## config.mk

```make
export PLATFORM = sky130hd
export DESIGN_NAME = axi_lite_mem_responder
export DESIGN_NICKNAME = d
export VERILOG_FILES = /design/src/rtl/axi_lite_mem_responder.sv
export SDC_FILE = /design/constraint.sdc
export NUM_CORES = 1
export LEC_CHECK = 0
export BUFFER_PORTS_ARGS = -buffer_cell sky130_fd_sc_hd__buf_2
export CORE_ASPECT_RATIO = 0.5
export CORE_MARGIN = 5
export CORE_UTILIZATION = 62
export DETAILED_ROUTE_END_ITERATION = 7
export PLACE_DENSITY = 0.81
export SETUP_SLACK_MARGIN = 0.05
export SYNTH_ARGS = -nofsm -noshare
export SYNTH_HDL_FRONTEND = slang
export SYNTH_SLANG_ARGS = --single-unit
```

## constraint.sdc

```tcl
create_clock -name ACLK -period 4.5 [get_ports ACLK]
set_input_delay 1.125 -clock ACLK [delete_from_list [all_inputs] [get_ports ACLK]]
set_output_delay 1.125 -clock ACLK [all_outputs]
set_load 0.02 [all_outputs]
```

## src/rtl/axi_lite_mem_responder.sv

```systemverilog
// axi_lite_mem_responder: AXI4-Lite slave backed by a byte-strobed register-array memory
// Ports: ACLK/ARESET (sync, active-high); S_AXI_AW*/W*/B* write channels; S_AXI_AR*/R* read
// channels; err_count = saturating count of SLVERR responses issued.
`timescale 1ns/1ps
module axi_lite_mem_responder #(
  parameter int ADDR_WIDTH  = 32,
  parameter int DATA_WIDTH  = 32,
  parameter int DEPTH_WORDS = 16
) (
  input  logic                    ACLK,
  input  logic                    ARESET,
  input  logic [ADDR_WIDTH-1:0]   S_AXI_AWADDR,
  input  logic [2:0]              S_AXI_AWPROT,
  input  logic                    S_AXI_AWVALID,
  output logic                    S_AXI_AWREADY,
  input  logic [DATA_WIDTH-1:0]   S_AXI_WDATA,
  input  logic [DATA_WIDTH/8-1:0] S_AXI_WSTRB,
  input  logic                    S_AXI_WVALID,
  output logic                    S_AXI_WREADY,
  output logic [1:0]              S_AXI_BRESP,
  output logic                    S_AXI_BVALID,
  input  logic                    S_AXI_BREADY,
  input  logic [ADDR_WIDTH-1:0]   S_AXI_ARADDR,
  input  logic [2:0]              S_AXI_ARPROT,
  input  logic                    S_AXI_ARVALID,
  output logic                    S_AXI_ARREADY,
  output logic [DATA_WIDTH-1:0]   S_AXI_RDATA,
  output logic [1:0]              S_AXI_RRESP,
  output logic                    S_AXI_RVALID,
  input  logic                    S_AXI_RREADY,
  output logic [7:0]              err_count
);
  localparam int IW = $clog2(DEPTH_WORDS);
  localparam int SW = DATA_WIDTH / 8;
  logic [DATA_WIDTH-1:0] mem [DEPTH_WORDS];
  logic                  aw_held, w_held;
  logic [ADDR_WIDTH-1:0] aw_addr;
  logic [DATA_WIDTH-1:0] w_data;
  logic [SW-1:0]         w_strb;
  logic                  aw_hs, w_hs, ar_hs, commit, wr_ok, rd_ok;
  logic [ADDR_WIDTH-1:0] wr_addr;
  logic [DATA_WIDTH-1:0] wr_data;
  logic [SW-1:0]         wr_strb;
  logic [IW-1:0]         wr_idx, rd_idx;
  logic [8:0]            err_sum;
  logic                  unused_ok;
  // Readies depend only on state (and reset), never on a VALID input.
  assign S_AXI_AWREADY = !ARESET && !aw_held && !S_AXI_BVALID;
  assign S_AXI_WREADY  = !ARESET && !w_held && !S_AXI_BVALID;
  assign S_AXI_ARREADY = !ARESET && !S_AXI_RVALID;
  assign aw_hs   = S_AXI_AWVALID && S_AXI_AWREADY;
  assign w_hs    = S_AXI_WVALID && S_AXI_WREADY;
  assign ar_hs   = S_AXI_ARVALID && S_AXI_ARREADY;
  // A held half pairs with the other half arriving live, or both arrive together.
  assign commit  = (aw_held || aw_hs) && (w_held || w_hs);
  assign wr_addr = aw_held ? aw_addr : S_AXI_AWADDR;
  assign wr_data = w_held ? w_data : S_AXI_WDATA;
  assign wr_strb = w_held ? w_strb : S_AXI_WSTRB;
  assign wr_ok   = wr_addr[ADDR_WIDTH-1:IW+2] == '0;
  assign rd_ok   = S_AXI_ARADDR[ADDR_WIDTH-1:IW+2] == '0;
  assign wr_idx  = wr_addr[IW+1:2];
  assign rd_idx  = S_AXI_ARADDR[IW+1:2];
  assign err_sum = {1'b0, err_count} + 9'(commit && !wr_ok) + 9'(ar_hs && !rd_ok);
  assign unused_ok = &{1'b0, S_AXI_AWPROT, S_AXI_ARPROT, wr_addr[1:0], S_AXI_ARADDR[1:0]};
  always_ff @(posedge ACLK) begin
    if (ARESET) begin
      aw_held      <= 1'b0;
      w_held       <= 1'b0;
      aw_addr      <= '0;
      w_data       <= '0;
      w_strb       <= '0;
      S_AXI_BVALID <= 1'b0;
      S_AXI_BRESP  <= 2'b00;
      S_AXI_RVALID <= 1'b0;
      S_AXI_RDATA  <= '0;
      S_AXI_RRESP  <= 2'b00;
      err_count    <= 8'd0;
      for (int i = 0; i < DEPTH_WORDS; i++) mem[i] <= '0;
    end else begin
      if (commit) begin
        aw_held      <= 1'b0;
        w_held       <= 1'b0;
        S_AXI_BVALID <= 1'b1;
        S_AXI_BRESP  <= wr_ok ? 2'b00 : 2'b10;
        for (int b = 0; b < SW; b++)
          if (wr_ok && wr_strb[b]) mem[wr_idx][8*b +: 8] <= wr_data[8*b +: 8];
      end else begin
        if (aw_hs) begin
          aw_held <= 1'b1;
          aw_addr <= S_AXI_AWADDR;
        end
        if (w_hs) begin
          w_held <= 1'b1;
          w_data <= S_AXI_WDATA;
          w_strb <= S_AXI_WSTRB;
        end
        if (S_AXI_BREADY) S_AXI_BVALID <= 1'b0;
      end
      // The array read sees pre-edge contents, so a same-edge write returns old data.
      if (ar_hs) begin
        S_AXI_RVALID <= 1'b1;
        S_AXI_RDATA  <= rd_ok ? mem[rd_idx] : '0;
        S_AXI_RRESP  <= rd_ok ? 2'b00 : 2'b10;
      end else if (S_AXI_RREADY) begin
        S_AXI_RVALID <= 1'b0;
      end
      err_count <= err_sum > 9'd255 ? 8'hFF : err_sum[7:0];
    end
  end
endmodule

```

## Yosys cells after proc, flatten, opt, wreduce, memory -nomap -nowiden

Memory sizes are Yosys's and may differ from the RTL's.
Index checks and enable logic that the tools add are counted.

- Bits in registers: 116
- Memories kept: 1
- Output and inout bits: 49
- RAM bits: 512

Memories:

| name | words | width | rd ports | clocked after Yosys merged registers in | wr ports | line | text |
|---|---|---|---|---|---|---|---|
| mem | 16 | 32 | 1 | 0 | 16 | 35 | `logic [DATA_WIDTH-1:0] mem [DEPTH_WORDS];` |

- Add/subtract/negate cells: 2
- Muxes and demuxes: 32
- Bitwise operators: 1
- $lt $le $gt $ge: 1
- Reduce and logical (&&, ||, !) cells: 32

Operators with widths:

| cell | number |
|---|---|
| $mux W32 | 4 |
| $logic_not A26 Y1 | 2 |
| $reduce_or A32 Y1 | 1 |
| $mux W1 | 22 |
| $logic_and A1 B1 Y1 | 15 |
| $mux W4 | 3 |
| $add A8 B1 Y9 | 1 |
| $add A9 B1 Y9 | 1 |
| $gt A9 B8 Y1 const B | 1 |
| $mux W8 | 1 |
| $logic_not A1 Y1 | 7 |
| $mux W2 | 2 |
| $reduce_and A2 Y1 | 2 |
| $reduce_bool A2 Y1 | 2 |
| $logic_or A1 B1 Y1 | 2 |
| $reduce_or A2 Y1 | 1 |
| $not A1 Y1 | 1 |

## Depth between registers and ports, before layout

- Word-level depth: 11
- Mapped depth: 11
- Depth with buffers taken out: 10

## Least setup slack after synthesis

OpenSTA, ideal clock, no wires.

- Path kind: input-to-reg
- Start: input port S_AXI_AWADDR[23]
- End: memory mem[4][16], enable pin
- Data required time: 4116 ps
- Stages: 8
- Arrival: 3020 ps
- Setup slack: 1096 ps
- Buffers on the path: 3
- Path through: nor4_1 > nand2_1 > o41ai_4 > nand4b_1 > buf_2 > buf_6 > buf_2 > o21ai_0

RTL lines:

| item | line | text |
|---|---|---|
| start, declared | 12 | `input logic [ADDR_WIDTH-1:0] S_AXI_AWADDR,` |
| end, declared | 35 |  |

==> results.py <==
metrics = {
    "run_status": {
        "outcome": "completed",
    },
    "finish": {
        "synthToLayoutAreaGrowth_pct": 11.4,
        "drive_gt1_share_pct": 21.6,
        "layout.nets": 2374,
        "stdcell_count": 2894,
    },
    "global_routing": {
        "grt_pass1_wl_um": 110000,
        "overflow": 0,
        "track_usage_pct": 28.6,
        "antenna_found_initial": 9,
        "grt_max_degree": 145,
        "grt_pass1_vias": 19300,
    },
    "logic_synthesis": {
        "synth_top_area_cell": "edfxtp_1",
        "synth_compound_area_share_pct": 5.97,
        "synth_simple_gate_area_share_pct": 14.3,
        "synth_fa_ha_area_share_pct": 0.117,
        "ys.flop_type": "edfxtp_1",
        "ys_ff_latch": 624,
        "yosysUniqueCellTypes": 53,
        "yosysSeqAreaShare_pct": 63.2,
        "synth-edff-count": 512,
        "async_reset_ff_share_pct": 0,
        "synth_area_mm2": 0.0279,
        "synth_area_leaders": "edfxtp_1 (55%), nor3_1 (9.3%), mux4_2 (8.9%), dfxtp_1 (8.0%), nand2_1 (2.8%)",
        "muxShareOfSynthArea_pct": 12.4,
        "yosys.area_share.xor_xnor_pct": 0.126,
        "synth_common_cells": "nor3_1 (517), edfxtp_1 (512), nand2_1 (205)",
        "yosys.area.top_type_share_pct": 55.2,
        "synth_most_common_cell": "nor3_1",
        "yosysWarnings": 0,
        "syn_inst": 2193,
        "synth_area_per_cell_um2": 12.7,
        "synth_top_family_by_area": "simple AND/OR/NAND/NOR gates",
    },
    "timing": {
        "fin_setup_tns_ns": 0,
        "worstMarginPinSlew_ns": 1.15,
        "setup_violations": 0,
        "min_period_ns": 3.25,
        "clock_skew_ns": 0.0376,
        "grt_setup_unrepaired": "no",
        "layout_setup_ws_ns": 1.25,
        "slew-limit-headroom_pct": 23.5,
        "fmax_mhz": 308,
        "hold_viol": 0,
        "hold_ws_ns": 0.453,
        "fin_crit_sh_pct": 72.3,
        "slew_viol_final": 0,
    },
    "placement": {
        "portBuffers": 149,
        "dp_hpwl_um": 43100,
        "post-place-cells": 2792,
        "place_ws_ns": 0.748,
        "routabilityCongestion": 0.835,
    },
    "drt": {
        "dr_total_vias": 19500,
        "routed_wl_um": 71100,
        "vias_per_cell": 6.75,
        "antenna_left": 0,
        "wl_per_cell_um": 24.6,
        "drt_first_pass_iters": 6,
        "first_iter_violations": 2755,
        "drc": 0,
    },
    "worst_setup_path": {
        "crit_buf_inv": 1,
        "path_max_fanout": 48,
        "required_ns": 4.88,
        "cpMaxStageDelayCell": "nand3_4",
        "cp-start-kind": "flip-flop",
        "path_cells": "nor4_1, nand2_1, o41ai_4, nand3_4, buf_4, nor3_1",
        "cp_top_family": "simple AND/OR/NAND/NOR gates",
        "max_stage_delay_ns": 0.64,
        "worstSetupPathType": "flip-flop to flip-flop",
        "cp_data_arrival_time_ns": 3.63,
        "end_kind": "flip-flop",
    },
    "cts": {
        "htree_levels": 2,
        "path_clk_slew_ns": 0.07,
        "cts_tree": "built",
        "clk-insertion-delay-late_ns": 0.61,
        "numCtsBuffers": 53,
        "cts_setup_buffers": 0,
        "cts_hold_buffers": 0,
        "cts_resized": 0,
        "clockBufferDepth": 3,
        "root_buffer": "clkbuf_16",
        "clkSinkCount": 624,
    },
    "floorplan": {
        "pin_count": 162,
        "start_util_pct": 63.4,
        "core.rowCount": 54,
        "die_x_um": 310,
        "die_height_um": 160,
        "core_area_mm2": 0.0440,
        "dieArea_mm2": 0.0496,
    },
    "hold_path": {
        "hp-class": "flip-flop to flip-flop",
    },
    "flow_run": {
        "max-cap-violations": 0,
    },
    "pwr": {
        "power-per-cell-area_mw_per_mm2": 398,
        "leakagePower_nw": 10.4,
        "irDropWorstVdd_mv": 0.250,
    },
}
==> cell usage in the layout, fill, tap and decap left out, types with 3 or more instances in the layout <==
cell / netlist / final
nor3_1: 517 / 517
clkbuf_16: 0 / 55
mux4_2: 110 / 110
a211oi_1: 24 / 24
mux2_2: 40 / 40
or2_2: 3 / 3
a31oi_1: 4 / 4
clkinv_1: 0 / 9
xor2_1: 3 / 3
clkbuf_8: 0 / 3
o21ai_1: 3 / 3
o31ai_1: 9 / 9
nand2_1: 205 / 205
edfxtp_1: 512 / 512
clkbuf_1: 160 / 16
nand3_1: 9 / 9
o221ai_1: 15 / 15
nand2b_1: 8 / 8
and2_1: 5 / 4
buf_4: 7 / 103
mux2i_1: 54 / 54
inv_1: 5 / 5
dfxtp_1: 112 / 111
buf_2: 61 / 147
nor2b_1: 24 / 24
o21ai_0: 72 / 72
buf_12: 0 / 7
a22o_1: 24 / 24
bufinv_16: 0 / 6
nor4_1: 18 / 18
nand4_1: 3 / 3
nor2_1: 25 / 25
clkinv_2: 0 / 11
a21oi_1: 105 / 105
o22ai_1: 6 / 6
==> worst reg2reg max path: stages (launching register included) <==
cell	delay [ns]
dfxtp_1	0.58
nor4_1	0.39
nand2_1	0.14
o41ai_4	0.48
nand3_4	0.64
buf_4	0.48
nor3_1	0.34
==> registers in the layout (all words and copies together), names as in the netlist <==
signal and count:
S_AXI_BRESP 1, S_AXI_BVALID 1, S_AXI_RDATA 32, S_AXI_RRESP 1
S_AXI_RVALID 1, aw_addr 30, aw_held 1, err_count 8
mem 512, w_data 32, w_held 1, w_strb 4
==> cell families (layout without fill, tap and decap cells) <==
group | after synthesis | after routing
AO/OA/AOI/OAI | 273 | 273
flip-flops | 624 | 624
multiplexers | 204 | 204
XOR/XNOR | 4 | 4
AND/OR/NAND/NOR | 830 | 830
buffers and inverters | 255 | 365
other | 1 | 4
adder cells (fa/ha/maj) | 2 | 2
==> where the power goes <==
part           switching [mW]  leakage (nW)  internal, mW  total [mW]
combinational           0.808          3.34         0.394        1.20
sequential             0.0846          6.19          6.40        6.48
clock                    2.05         0.858          2.62        4.67
total                    2.94          10.4          9.42        12.4
==> layout make-up <==
| cell class | count | area (um2) |
|---|---|---|
| antenna | 2 | 5.00 |
| clock buffer | 73 | 1460 |
| clock inverter | 27 | 278 |
| fill | 2838 | 12900 |
| inverter | 6 | 22.5 |
| multi-input combinational | 1315 | 9240 |
| sequential | 624 | 17600 |
| tap | 588 | 736 |
| timing repair buffer | 259 | 1670 |
==> through the flow <==
stage	instance area (um2)	total power, mW	util, %
floorplan	27900	7.33	-
global placement	29300	7.73	66.6
detailed placement	29300	7.77	66.6
CTS	31000	12.4	70.6
global route	31000	12.7	70.6
finish	31000	12.4	70.6
==> final timing paths <==
check                                from         to  slack (ns)  depth (start not counted)
worst max register to register    aw_held  mem[1][7]        1.25                          6
worst min register to register  w_data[8]  w_data[8]        0.45                          2
worst min-delay path            w_data[8]  w_data[8]        0.45                          2
worst max-delay path              aw_held  mem[1][7]        1.25                          6
==> metal layers <==
metal  share of wire, %  wire [um]  track usage, %  vias up
met1                 36      25900            38.9     9498
met5               0.26        186            1.16        -
li1                   -          -               -     8501
met2                 47      33300            44.7     1341
met3                 14      10100            9.86      167
met4                2.4       1700            7.67       20
Power figures use the tool's default switching activity.
